$ cat src/rtl/axi_slave_package.sv
// Shared slave-bridge definitions: Request Recorder geometry and the allocation arbiter state.
package axi_slave_package;

  localparam int unsigned REQUESTER_RECORDER_DEPTH = 32;
  localparam int unsigned REQUESTER_RECORDER_WIDTH = 64;
  localparam int unsigned REQUESTER_RECORDER_TAG_W = $clog2(REQUESTER_RECORDER_DEPTH);

  typedef enum logic {
    PRIO_RD = 1'b0,
    PRIO_WR = 1'b1
  } arb_prio_e;

endpackage

$ cat src/rtl/request_recorder_slot_allocator_if.sv
// Allocation, recorder write-port and release signals between the push FSMs and the allocator.
interface request_recorder_slot_allocator_if #(
  parameter int unsigned REC_W = axi_slave_package::REQUESTER_RECORDER_WIDTH,
  parameter int unsigned TAG_W = axi_slave_package::REQUESTER_RECORDER_TAG_W
) ();

  logic             rd_alloc_req;
  logic [REC_W-1:0] rd_alloc_data;
  logic             rd_alloc_gnt;
  logic [TAG_W-1:0] rd_alloc_tag;
  logic             wr_alloc_req;
  logic [REC_W-1:0] wr_alloc_data;
  logic             wr_alloc_gnt;
  logic [TAG_W-1:0] wr_alloc_tag;
  logic             rec_wr_en;
  logic [TAG_W-1:0] rec_wr_addr;
  logic [REC_W-1:0] rec_wr_data;
  logic             free_valid;
  logic [TAG_W-1:0] free_tag;
  logic             free_err;
  logic [TAG_W:0]   outstanding_cnt;
  logic             full;
  logic             empty;

  modport master (
    output rd_alloc_req, rd_alloc_data, wr_alloc_req, wr_alloc_data, free_valid, free_tag,
    input  rd_alloc_gnt, rd_alloc_tag, wr_alloc_gnt, wr_alloc_tag, rec_wr_en, rec_wr_addr,
           rec_wr_data, free_err, outstanding_cnt, full, empty
  );

  modport slave (
    input  rd_alloc_req, rd_alloc_data, wr_alloc_req, wr_alloc_data, free_valid, free_tag,
    output rd_alloc_gnt, rd_alloc_tag, wr_alloc_gnt, wr_alloc_tag, rec_wr_en, rec_wr_addr,
           rec_wr_data, free_err, outstanding_cnt, full, empty
  );

endinterface

$ cat src/rtl/recorder_free_slot_finder.sv
// Combinational find-first-zero over the recorder busy vector.
module recorder_free_slot_finder #(
  parameter int unsigned DEPTH = 32,
  parameter int unsigned TAG_W = $clog2(DEPTH)
) (
  input  logic [DEPTH-1:0] busy,
  output logic             found,
  output logic [TAG_W-1:0] index
);

  // Scan downwards so the last hit, the lowest clear bit, wins.
  always_comb begin
    found = 1'b0;
    index = '0;
    for (int i = DEPTH - 1; i >= 0; i--) begin
      if (!busy[i]) begin
        found = 1'b1;
        index = TAG_W'(i);
      end
    end
  end

endmodule

$ cat src/rtl/request_recorder_slot_allocator.sv
// Hands out free Request Recorder tags to the read/write push paths (round-robin) and frees them.
module request_recorder_slot_allocator
  import axi_slave_package::*;
#(
  parameter int unsigned DEPTH = REQUESTER_RECORDER_DEPTH,
  parameter int unsigned REC_W = REQUESTER_RECORDER_WIDTH,
  parameter int unsigned TAG_W = $clog2(DEPTH)
) (
  input logic                           clk,
  input logic                           ARESTn,
  request_recorder_slot_allocator_if.slave bus
);

  logic [DEPTH-1:0] busy_q, busy_d;
  logic [TAG_W:0]   cnt_q, cnt_d;
  arb_prio_e        prio_q, prio_d;
  logic             rec_wr_en_q;
  logic [TAG_W-1:0] rec_wr_addr_q;
  logic [REC_W-1:0] rec_wr_data_q;
  logic             free_err_q;

  logic             slot_found;
  logic [TAG_W-1:0] slot_idx;
  logic             rd_win, wr_win, grant, free_ok;

  recorder_free_slot_finder #(
    .DEPTH (DEPTH),
    .TAG_W (TAG_W)
  ) u_finder (
    .busy  (busy_q),
    .found (slot_found),
    .index (slot_idx)
  );

  // slot_found is false exactly when every entry is busy, i.e. when full.
  always_comb begin
    rd_win = ARESTn && slot_found && bus.rd_alloc_req && (!bus.wr_alloc_req || prio_q == PRIO_RD);
    wr_win = ARESTn && slot_found && bus.wr_alloc_req && (!bus.rd_alloc_req || prio_q == PRIO_WR);
    grant   = rd_win || wr_win;
    free_ok = bus.free_valid && busy_q[bus.free_tag];
  end

  always_comb begin
    busy_d = busy_q;
    if (free_ok) busy_d[bus.free_tag] = 1'b0;
    if (grant)   busy_d[slot_idx]     = 1'b1;

    cnt_d = cnt_q;
    if (grant && !free_ok)      cnt_d = cnt_q + (TAG_W + 1)'(1);
    else if (!grant && free_ok) cnt_d = cnt_q - (TAG_W + 1)'(1);

    prio_d = prio_q;
    if (rd_win)      prio_d = PRIO_WR;
    else if (wr_win) prio_d = PRIO_RD;
  end

  always_ff @(posedge clk) begin
    if (!ARESTn) begin
      busy_q        <= '0;
      cnt_q         <= '0;
      prio_q        <= PRIO_RD;
      rec_wr_en_q   <= 1'b0;
      rec_wr_addr_q <= '0;
      rec_wr_data_q <= '0;
      free_err_q    <= 1'b0;
    end else begin
      busy_q      <= busy_d;
      cnt_q       <= cnt_d;
      prio_q      <= prio_d;
      rec_wr_en_q <= grant;
      free_err_q  <= bus.free_valid && !busy_q[bus.free_tag];
      if (grant) begin
        rec_wr_addr_q <= slot_idx;
        rec_wr_data_q <= rd_win ? bus.rd_alloc_data : bus.wr_alloc_data;
      end
    end
  end

  always_comb begin
    bus.rd_alloc_gnt    = rd_win;
    bus.rd_alloc_tag    = slot_idx;
    bus.wr_alloc_gnt    = wr_win;
    bus.wr_alloc_tag    = slot_idx;
    bus.rec_wr_en       = rec_wr_en_q;
    bus.rec_wr_addr     = rec_wr_addr_q;
    bus.rec_wr_data     = rec_wr_data_q;
    bus.free_err        = free_err_q;
    bus.outstanding_cnt = cnt_q;
    bus.full            = (cnt_q == (TAG_W + 1)'(DEPTH));
    bus.empty           = (cnt_q == '0);
  end

endmodule

$ cat src/flat_wrapper.sv
// flat-port wrapper written by rule: the top's interface ports become plain ports
module request_recorder_slot_allocator_flat import axi_slave_package::*;
#(
  parameter int unsigned DEPTH = REQUESTER_RECORDER_DEPTH,
  parameter int unsigned REC_W = REQUESTER_RECORDER_WIDTH,
  parameter int unsigned TAG_W = $clog2(DEPTH)
)
  (clk, ARESTn, bus_rd_alloc_req, bus_rd_alloc_data, bus_wr_alloc_req, bus_wr_alloc_data, bus_free_valid, bus_free_tag, bus_rd_alloc_gnt, bus_rd_alloc_tag, bus_wr_alloc_gnt, bus_wr_alloc_tag, bus_rec_wr_en, bus_rec_wr_addr, bus_rec_wr_data, bus_free_err, bus_outstanding_cnt, bus_full, bus_empty);
  request_recorder_slot_allocator_if #(.REC_W(REC_W), .TAG_W(TAG_W)) bus_i ();
  input logic clk;
  input logic ARESTn;
  input wire logic [$bits(bus_i.rd_alloc_req)-1:0] bus_rd_alloc_req;
  input wire logic [$bits(bus_i.rd_alloc_data)-1:0] bus_rd_alloc_data;
  input wire logic [$bits(bus_i.wr_alloc_req)-1:0] bus_wr_alloc_req;
  input wire logic [$bits(bus_i.wr_alloc_data)-1:0] bus_wr_alloc_data;
  input wire logic [$bits(bus_i.free_valid)-1:0] bus_free_valid;
  input wire logic [$bits(bus_i.free_tag)-1:0] bus_free_tag;
  output wire logic [$bits(bus_i.rd_alloc_gnt)-1:0] bus_rd_alloc_gnt;
  output wire logic [$bits(bus_i.rd_alloc_tag)-1:0] bus_rd_alloc_tag;
  output wire logic [$bits(bus_i.wr_alloc_gnt)-1:0] bus_wr_alloc_gnt;
  output wire logic [$bits(bus_i.wr_alloc_tag)-1:0] bus_wr_alloc_tag;
  output wire logic [$bits(bus_i.rec_wr_en)-1:0] bus_rec_wr_en;
  output wire logic [$bits(bus_i.rec_wr_addr)-1:0] bus_rec_wr_addr;
  output wire logic [$bits(bus_i.rec_wr_data)-1:0] bus_rec_wr_data;
  output wire logic [$bits(bus_i.free_err)-1:0] bus_free_err;
  output wire logic [$bits(bus_i.outstanding_cnt)-1:0] bus_outstanding_cnt;
  output wire logic [$bits(bus_i.full)-1:0] bus_full;
  output wire logic [$bits(bus_i.empty)-1:0] bus_empty;
  assign bus_i.rd_alloc_req = bus_rd_alloc_req;
  assign bus_i.rd_alloc_data = bus_rd_alloc_data;
  assign bus_i.wr_alloc_req = bus_wr_alloc_req;
  assign bus_i.wr_alloc_data = bus_wr_alloc_data;
  assign bus_i.free_valid = bus_free_valid;
  assign bus_i.free_tag = bus_free_tag;
  assign bus_rd_alloc_gnt = bus_i.rd_alloc_gnt;
  assign bus_rd_alloc_tag = bus_i.rd_alloc_tag;
  assign bus_wr_alloc_gnt = bus_i.wr_alloc_gnt;
  assign bus_wr_alloc_tag = bus_i.wr_alloc_tag;
  assign bus_rec_wr_en = bus_i.rec_wr_en;
  assign bus_rec_wr_addr = bus_i.rec_wr_addr;
  assign bus_rec_wr_data = bus_i.rec_wr_data;
  assign bus_free_err = bus_i.free_err;
  assign bus_outstanding_cnt = bus_i.outstanding_cnt;
  assign bus_full = bus_i.full;
  assign bus_empty = bus_i.empty;
  request_recorder_slot_allocator #(.DEPTH(DEPTH), .REC_W(REC_W), .TAG_W(TAG_W)) u_core (.clk(clk), .ARESTn(ARESTn), .bus(bus_i));
endmodule
$ cat config.mk
export PLATFORM = sky130hd
export DESIGN_NAME = request_recorder_slot_allocator_flat
export DESIGN_NICKNAME = d
export VERILOG_FILES = /design/src/rtl/axi_slave_package.sv /design/src/rtl/request_recorder_slot_allocator_if.sv /design/src/rtl/recorder_free_slot_finder.sv /design/src/rtl/request_recorder_slot_allocator.sv /design/src/flat_wrapper.sv
export SDC_FILE = /design/constraint.sdc
export NUM_CORES = 1
export LEC_CHECK = 0
export CORE_MARGIN = 3
export CORE_UTILIZATION = 39
export CTS_CLUSTER_DIAMETER = 200
export DETAILED_ROUTE_END_ITERATION = 12
export PLACE_DENSITY = 0.77
export SYNTH_ARGS = -nofsm -noshare
export SYNTH_HDL_FRONTEND = slang
export SYNTH_SLANG_ARGS = --single-unit
export TNS_END_PERCENT = 30
$ cat constraint.sdc
create_clock -name clk -period 3.4 [get_ports clk]
set_clock_uncertainty 0.2 [all_clocks]
set_input_delay 0.68 -clock clk [delete_from_list [all_inputs] [get_ports clk]]
set_output_delay 0.68 -clock clk [all_outputs]
set_load 0.02 [all_outputs]
Yosys cells after proc, flatten, opt, wreduce, memory -nomap -nowiden
Index checks and enable logic that the tools add are counted.

operators by class
  $add $sub $neg = 2
  multiply operators = 0
  divide/modulo/power cells = 0
  order comparisons = 4
  eq/ne operators = 1
  shift operators = 0
  mux-type cells = 77
  bitwise gates (word level) = 4
  reductions and logical operators = 22

operator list
  operator                                                                      number
  5-bit two-way mux                                                             32
  32-bit two-way mux                                                            2
  64-bit two-way mux                                                            1
  1-bit two-way mux                                                             37
  32-bit bitwise AND                                                            1
  32-bit NOT                                                                    1
  32-bit bitwise OR                                                             1
  5-bit by 6-bit less-than comparator with 1-bit output, second input constant  2
  6-bit two-way mux                                                             2
  1-bit logical AND                                                             11
  1-bit demux with 5-bit select                                                 2
  5-bit by 1-bit >= comparator with 1-bit output, second input constant         2
  6-bit by 1-bit adder with 6-bit output, second input constant                 1
  6-bit == test, second input constant                                          1
  6-bit zero test                                                               1
  6-bit by 1-bit subtractor with 6-bit output, second input constant            1
  1-bit binary-select mux with 5-bit select                                     1
  1-bit zero test                                                               5
  2-bit nonzero test                                                            2
  1-bit logical OR                                                              3
  1-bit NOT                                                                     1

word-level totals
  flip-flop bits (word level) = 110
  latch bits = 0
  RAM bits = 0
  bits in read-only memories = 0
  input bits = 138
  output and inout bits = 91
  word-level logic and storage cells = 117
  memories = 0

Depth between registers and ports, before layout
Gate-level depths: netlist of run 1.

  depth after elaboration = 40
  depth in mapped cells = 15
  mapped depth without buffers = 14

Hierarchy
A second synthesis of run 1 with hierarchy kept.

second synthesis, totals
  cell total of the unflattened synthesis = 690
  area total of the unflattened synthesis = 5685.5 µm²

modules (own cells, without submodules)
  module                           times used  cells each  area each (µm²)  seq. area each (µm²)
  request_recorder_slot_allocator  1           624         5292.6           2202.1
  recorder_free_slot_finder        1           66          392.9            0.0

Least setup slack after synthesis of run 1
OpenSTA, ideal clock, no wires.

  path kind = input to register
  from = in bus_free_tag[3]
  to = reg u_core.cnt_q[5] (netlist: u_core.bus.outstanding_cnt[5])
  arrival = 3.357 ns
  setup slack = -0.275 ns
  stages = 14
  buffers on the path = 1
  cells stage by stage = buf_2 > mux4_2 > mux2_2 > a2bb2oi_4 > nand3_1 > ha_1 > inv_1 > ha_1 > a21o_1 > a21oi_1 > o21a_1 > o211ai_1 > xnor2_1 > nor2_1

on the way
  longest elaborated chain between the ends = 6
  elaborated cells on any way between the ends = 8
  classes of those cells = 3 x mux; 5 x reduce/logical

RTL lines
  what                                                            RTL line                               RTL
  from (decl)                                                     flat_wrapper.sv:17                     input wire logic [$bits(bus_i.free_tag)-1:0] bus_free_tag;
  1-bit binary-select mux with 5-bit select *                     request_recorder_slot_allocator.sv:40  free_ok = bus.free_valid && busy_q[bus.free_tag];
  1-bit two-way mux (implied by the code) *                       request_recorder_slot_allocator.sv:40
  1-bit logical AND *                                             request_recorder_slot_allocator.sv:40
  1-bit zero test                                                 request_recorder_slot_allocator.sv:49  if (grant && !free_ok) cnt_d = cnt_q + (TAG_W + 1)'(1);
  1-bit logical AND                                               request_recorder_slot_allocator.sv:49
  6-bit two-way mux / 2-bit nonzero test (equally long branches)  n/a
  to (signal assigned)                                            request_recorder_slot_allocator.sv:68  cnt_q <= cnt_d;
  to (decl)                                                       request_recorder_slot_allocator.sv:15  logic [TAG_W:0] cnt_q, cnt_d;

Every way passes the cells marked *; elsewhere a longest branch is shown, timed or not. The select of a mux whose other input is x is not followed.
A chain may end at the register's enable or synchronous reset.

Worst setup path after layout of run 1
  from = reg u_core.busy_q[16]
  to = out bus_rd_alloc_gnt

on the way
  longest elaborated chain between the ends = 20

RTL lines
  what                              RTL line                               RTL
  from (decl)                       request_recorder_slot_allocator.sv:14  logic [DEPTH-1:0] busy_q, busy_d;
  from (signal assigned)            request_recorder_slot_allocator.sv:67  busy_q <= busy_d;
  1-bit two-way mux (17 in series)  recorder_free_slot_finder.sv:16        if (!busy[i]) begin
  1-bit logical AND (3 in series)   request_recorder_slot_allocator.sv:37  rd_win = ARESTn && slot_found && bus.rd_alloc_req && (!bus.wr_alloc_req || prio_q == PRIO_RD);
  to (decl)                         flat_wrapper.sv:18                     output wire logic [$bits(bus_i.rd_alloc_gnt)-1:0] bus_rd_alloc_gnt;

Every way passes these cells.

==> out/summary.txt, run 1 <==
Max-cap violations: 0
P_leak: 0.00303 uW
Mapped Area: 5470 um^2
DR DRC count: 0
Largest family of logic cells by synthesized area: compound AO/OA/AOI/OAI gates
Clock sink count: 110
Place WS: -0.607 ns
FF-to-FF Start: u_core.busy_q[16]$_SDFF_PN0_
Initial drt markers: 371
Fmax: 0.302 GHz
Die ar.: 15500 um^2
Wire per inst: 19.2 um
Max Transition Viols Final: 0
Async set-reset flop share out of synthesis: 0%
Tcrit/Tclk final: 97.3%
Hpwl dp: 15.0 mm
Antenna diodes: 0
First-pass GRT wire length: 31.4 mm
Site Rows: 42
Final worst slack: 0.0912 ns
Synth Area per Inst: 8.90 um^2
WP buf/inv: 1
Slowest-stage cell, CP: clkdlybuf4s50_1
IO Pins: 229
Chip height: 124 um
Crit path cell chain: nand4_2, nor4_4, nand2_2, and4_4, clkdlybuf4s50_1
Yosys top cell by area: dfxtp_1
Synth Area in XOR/XNOR: 0.801%
Clock Pin Slew Worst Setup and Hold Paths: 0.08 ns
First drt pass iteration count: 5
Hold Crit Class: reg2reg
Overall routing resource usage: 25.0%
CP max FO: 7
Mux contribution to synthesized area: 6.50%
CTS tree: yes
Total power: 3590 uW
Syn Nets: 758
Ys flop type: dfxtp_1
Area contributors post-synth: dfxtp_1, o21ai_1, nand3_1, nand2_1, o22ai_1
Syn-to-layout area delta: 53.0%
Post-synthesis adder-cell area fraction: 1.51%
Pwr/cell area: 430 nW/um^2
CP endpoint kind: output port
Die Wd: 124 um
Worst path top cell family by delay: simple AND/OR/NAND/NOR gates
Synthesis Warnings: 0
Status: finished clean
Synth top area share: 40.3%
Slew HR: 41.4%
Final Hold Vio Count: 0
CTS root buf: clkbuf_16
Register area share after synthesis: 40.3%
Minimum clock period: 3.31 ns
Largest stage delay, worst path: 0.56 ns
Largest net degree at the start of global routing: 99
Unrepaired setup endpoints after global routing: false
Post-synthesis compound-gate area fraction: 26.1%
Worst Hold Slack: 0.253 ns
Worst path arrival time: 2.43 ns
Hold_buf cts: 0
Post-route ant nets: 0
Clock latency on the worst-skew pair: 0.35 ns
CTS Buffer Depth: 2
Worst Path Required: 2.52 ns
#FFs+latches synth: 110
Share of cells above drive strength 1: 13.0%
RePlAce Congestion: 0.970
Gr ovfl total: 0
Fraction of the mapped netlist area in simple logic gates: 19.2%
Nets: 986
Setup violators final: 0
Cts bufs inserted: 9
# fillers: 1141
HP Start: u_core.bus.rec_wr_data[56]$_SDFFE_PN0N_
Starting Density: 40.6%
Via density per instance: 5.62
VDD IR max: 0.000361 V
Reg2reg setup slack: 0.26 ns
Final wirelength: 19.7 mm
Vias: 5746
Cells after synthesis: 614
Worst setup startpoint: u_core.busy_q[16]$_SDFF_PN0_
Port Buffers: 228
Number of synthesized flops with an enable pin: 0
Vias in the first global route: 5843
Unique masters post-synth: 61
Initial antenna violation count: 0
Setup CP Type: reg2out
Core footprint: 13500 um^2
CTS H-tree depth: 3
Worst-margin pin slew: 0.878 ns
Critical path launch point type: register
[per-layer routing]
metal,GRT usage [%],share of wire (%),vias up
met5,0,0,-
met4,7.80,2.7,0
met3,6.78,7.3,40
met2,43.8,50,257
met1,29.7,40,2702
li1,-,-,2747
[synthesized netlist by cell type (all sizes together), types with 2 or more instances]
| cell type | number |
|---|---|
| a21oi | 13 |
| ha | 5 |
| nand3b | 3 |
| o22ai | 35 |
| o21bai | 3 |
| xnor2 | 2 |
| a21boi | 2 |
| a22oi | 17 |
| buf | 23 |
| mux4 | 8 |
| nor3 | 4 |
| xor2 | 3 |
| nor2 | 25 |
| clkbuf | 24 |
| a31oi | 3 |
| a41oi | 2 |
| and3 | 4 |
| nand4 | 15 |
| o21ai | 87 |
| inv | 14 |
| mux2i | 16 |
| dfxtp | 110 |
| nor2b | 6 |
| or3 | 2 |
| nand2b | 4 |
| o2111a | 2 |
| o31ai | 3 |
| nand3 | 56 |
| o211ai | 22 |
| nand2 | 71 |
| o311ai | 12 |
| nor4 | 3 |
[final cells by class]
cell class	count	area (um^2)	share of cell area, %
clock inverters	5	66.3	0.793
well taps	176	220	2.63
flip-flops and latches	110	2200	26.4
repair buffers	264	2540	30.4
clock buffers	11	243	2.90
inverters	15	56.3	0.673
multi-input cells	442	3030	36.2
[flip-flops by register name, summed over array words and instances, names as in the netlist]
name	cells
u_core.bus.free_err	1
u_core.bus.outstanding_cnt	6
u_core.bus.rec_wr_addr	5
u_core.bus.rec_wr_data	64
u_core.bus.rec_wr_en	1
u_core.busy_q	32
u_core.prio_q	1
[layout by cell type, fill, tap and decap left out, drive strengths merged, types with 2 or more instances in the layout]
cell / count
nor3: 4
nand2b: 4
a41oi: 2
dlygate4sd2: 3
nand2: 71
a21oi: 13
mux2i: 16
o21ai: 87
nand3: 56
a22oi: 17
o31ai: 3
or3: 2
nand3b: 3
mux4: 8
nor2b: 6
nor4: 3
clkbuf: 13
nand4: 15
ha: 5
a21boi: 2
o2111a: 2
clkdlybuf4s50: 220
o21bai: 3
a31oi: 3
xnor2: 2
nor2: 25
and3: 4
buf: 37
dlymetal6s2s: 2
inv: 16
o211ai: 22
o311ai: 12
clkinv: 2
xor2: 3
o22ai: 35
dfxtp: 110
[final timing paths]
path,endpoint,cells past startpoint
worst max-delay path,bus_rd_alloc_gnt,5
worst min-delay path,u_core.bus.rec_wr_data[56]$_SDFFE_PN0N_,2
worst max register to register,u_core.bus.outstanding_cnt[5]$_SDFFE_PN0P_,14
worst min register to register,u_core.bus.rec_wr_data[56]$_SDFFE_PN0N_,2
[metrics by stage]
step                instance area, um^2  TNS [ns]  instances  util [%]
finish                             8360         0       1023      62.2
global route                       8360         0       1023      62.2
CTS                                8320         0       1023      61.9
detailed placement                 8000     -2.23       1006      59.5
global placement                   8000     -1.80       1006      59.5
floorplan                          5500         0        614         -
[where the power goes]
group | internal [uW] | switching, uW
clock | 602 | 496
combinational | 525 | 503
sequential | 1390 | 80.8
total | 2520 | 1080
[worst reg2reg max path: cells and delay by family (launching register included)]
family,cells,cell delay [ns]
and+or+nand+nor,5,0.97
buffers and inverters,2,0.18
adders and majority gates,2,0.41
xor gates and xnor gates,1,0.17
AOI/OAI and AO/OA,4,0.60
DFF,1,0.52
[cell families after synthesis]
logic type,Yosys count
adder cells (fa/ha/maj),6
AO/OA/AOI/OAI,208
AND/OR/NAND/NOR,198
XOR/XNOR,5
flip-flops,110
buffers and inverters,62
multiplexers,25
[timing repair]
action	4_1_cts	5_1_grt
resized for setup	9	15
cloned	0	0
pin swaps	1	2
setup buffers	1	0
endpoints found under the setup margin	10	9
(Power assumes the default switching activity.)
==> run 2, diff against run 1 <==
Settings changed: GPL_TIMING_DRIVEN set to 0.
==> run 2 against run 1 <==
Count of clock-buffer cells in the layout fell by 1. Via count rose by 1.3%. Combinational power barely moved. Sequential share of layout area barely moved. Final cell count rose by 1.3%. First-iteration DRC count rose by 33%. Design area rose by 1.1%. Largest cell class unchanged. Largest power group unchanged. Highest routed layer unchanged.
==> out/summary.txt, run 2 (synthesis results as in run 1) <==
Status: finished clean
Int Pwr: 2560 uW
Clock latency on the worst-skew pair: 0.35 ns
Commonest non-fill, non-tap cells in the layout: clkdlybuf4s50_1, dfxtp_1, nand2_1
CP max FO: 5
IO Pins: 229
Pwr/cell area: 429 nW/um^2
CTS tree: yes
Starting Density: 40.6%
Hold Crit Class: reg2reg
Clock power frac: 32.1%
Minimum clock period: 3.38 ns
Nets: 999
Total power: 3620 uW
Overall routing resource usage: 24.2%
CTS root buf: clkbuf_16
Initial antenna violation count: 0
Chip height: 124 um
# fillers: 1153
Worst Path Required: 2.52 ns
Share of cells above drive strength 1: 14.0%
Vias: 5818
CP endpoint kind: output port
Gr ovfl total: 0
Met3 Usage GRT: 6.26%
Port Buffers: 226
Switching portion of total power: 29.5%
Crit path cell chain: and2b_1, o221ai_2, a41oi_2, a41oi_2, nor2_2, buf_4, clkdlybuf4s50_1
Final wirelength: 19.4 mm
Clock Pin Slew Worst Setup and Hold Paths: 0.08 ns
Sw Pwr: 1070 uW
Max Transition Viols Final: 0
Final worst slack: 0.0170 ns
Die ar.: 15500 um^2
Max-cap violations: 0
RePlAce Congestion: 0.939
Initial drt markers: 494
Tcrit/Tclk final: 99.5%
CTS Buffer Depth: 2
Worst path arrival time: 2.50 ns
Cell mode on critical path: a41oi_2
Unrepaired setup endpoints after global routing: true
Cells after DPL: 1016
Final Hold Vio Count: 0
Setup CP Type: reg2out
Comb pwr share: 27.5%
Vias in the first global route: 5848
Largest net degree at the start of global routing: 19
Cts bufs inserted: 9
GR Util met2: 40.1%
Post-route insts no fill: 1036
First drt pass iteration count: 5
Critical path launch point type: register
Core footprint: 13500 um^2
P_leak: 0.00305 uW
Most common cell after layout, fill and taps aside: clkdlybuf4s50_1
Sequential share of power: 40.4%
Worst-margin pin slew: 0.767 ns
Met1 usage: 30.2%
Slew HR: 48.5%
Antenna diodes: 0
Place WS: -0.821 ns
CTS H-tree depth: 3
Post-route ant nets: 0
Reg2reg setup slack: 0.23 ns
Gr busiest metal: met2
Syn-to-layout area delta: 54.6%
Hpwl dp: 14.8 mm
Max reg flops: 64
Clock sink count: 110
Wire per inst: 18.7 um
VDD IR max: 0.000260 V
Die Wd: 124 um
Setup violators final: 0
Slowest-stage cell, CP: clkdlybuf4s50_1
Fmax: 0.296 GHz
Largest stage delay, worst path: 0.59 ns
Via density per instance: 5.62
First-pass GRT wire length: 30.5 mm
DR DRC count: 0
Site Rows: 42
==> run 2: layout make-up <==
type                       instances  area, um^2  area share (%)
sequential                       110        2220            26.3
clock inverter                     6        91.3            1.08
timing repair buffer             232        2300            27.3
multi-input combinational        442        3050            36.1
inverter                          15        61.3           0.725
clock buffer                      10         239            2.83
tap                              176         220            2.61
buffer                            45         258            3.05
==> run 2: path summary, 6_finish.rpt <==
kind / start / endpoint / cells after the start
max: u_core.busy_q[31]$_SDFF_PN0_ / bus_wr_alloc_tag[0] / 7
min: u_core.bus.rec_wr_data[56]$_SDFFE_PN0N_ / u_core.bus.rec_wr_data[56]$_SDFFE_PN0N_ / 2
max reg2reg: u_core.busy_q[23]$_SDFF_PN0_ / u_core.bus.outstanding_cnt[5]$_SDFFE_PN0P_ / 14
min reg2reg: u_core.bus.rec_wr_data[56]$_SDFFE_PN0N_ / u_core.bus.rec_wr_data[56]$_SDFFE_PN0N_ / 2
==> run 2: repair_timing <==
| item | 4_1_cts | 5_1_grt |
|---|---|---|
| resized for setup | 21 | 30 |
| hold buffers | 0 | 0 |
| setup buffers | 0 | 6 |
| endpoints found under the hold margin | 0 | 0 |
| setup endpoints to repair | 13 | 13 |
| pin swaps | 2 | 14 |
==> run 2: stage by stage <==
| stage | area, um^2 | util (%) | TNS [ns] | hold slack [ns] |
|---|---|---|---|---|
| floorplan | 5500 | - | 0 | 0.245 |
| global placement | 7980 | 59.3 | -3.96 | 0.236 |
| detailed placement | 7980 | 59.3 | -4.05 | 0.239 |
| global route | 8450 | 62.8 | -0.0866 | 0.280 |
| finish | 8450 | 62.8 | 0 | 0.253 |
| CTS | 8350 | 62.0 | -0.0165 | 0.250 |
==> run 2: power by group through the flow <==
stage,Clock (uW),Sequential (uW),Combinational (uW)
after floorplan,0,1600,375
after global placement,0,1490,978
after detailed placement,0,1490,984
after CTS,1180,1470,992
after global routing,1230,1480,1070
final,1160,1460,997
==> run 2: metal layers <==
| layer | vias up | wire length, um |
|---|---|---|
| li1 | 2786 | - |
| met3 | 37 | 1490 |
| met5 | - | 0 |
| met1 | 2716 | 8100 |
| met2 | 279 | 9260 |
| met4 | 0 | 554 |
==> run 2: critical path: cells and delay by family, from the launching register on <==
kind | cells | cell delay (ns)
flops | 1 | 0.36
simple gates | 2 | 0.45
compound gates | 3 | 0.59
buf+inv | 2 | 0.73
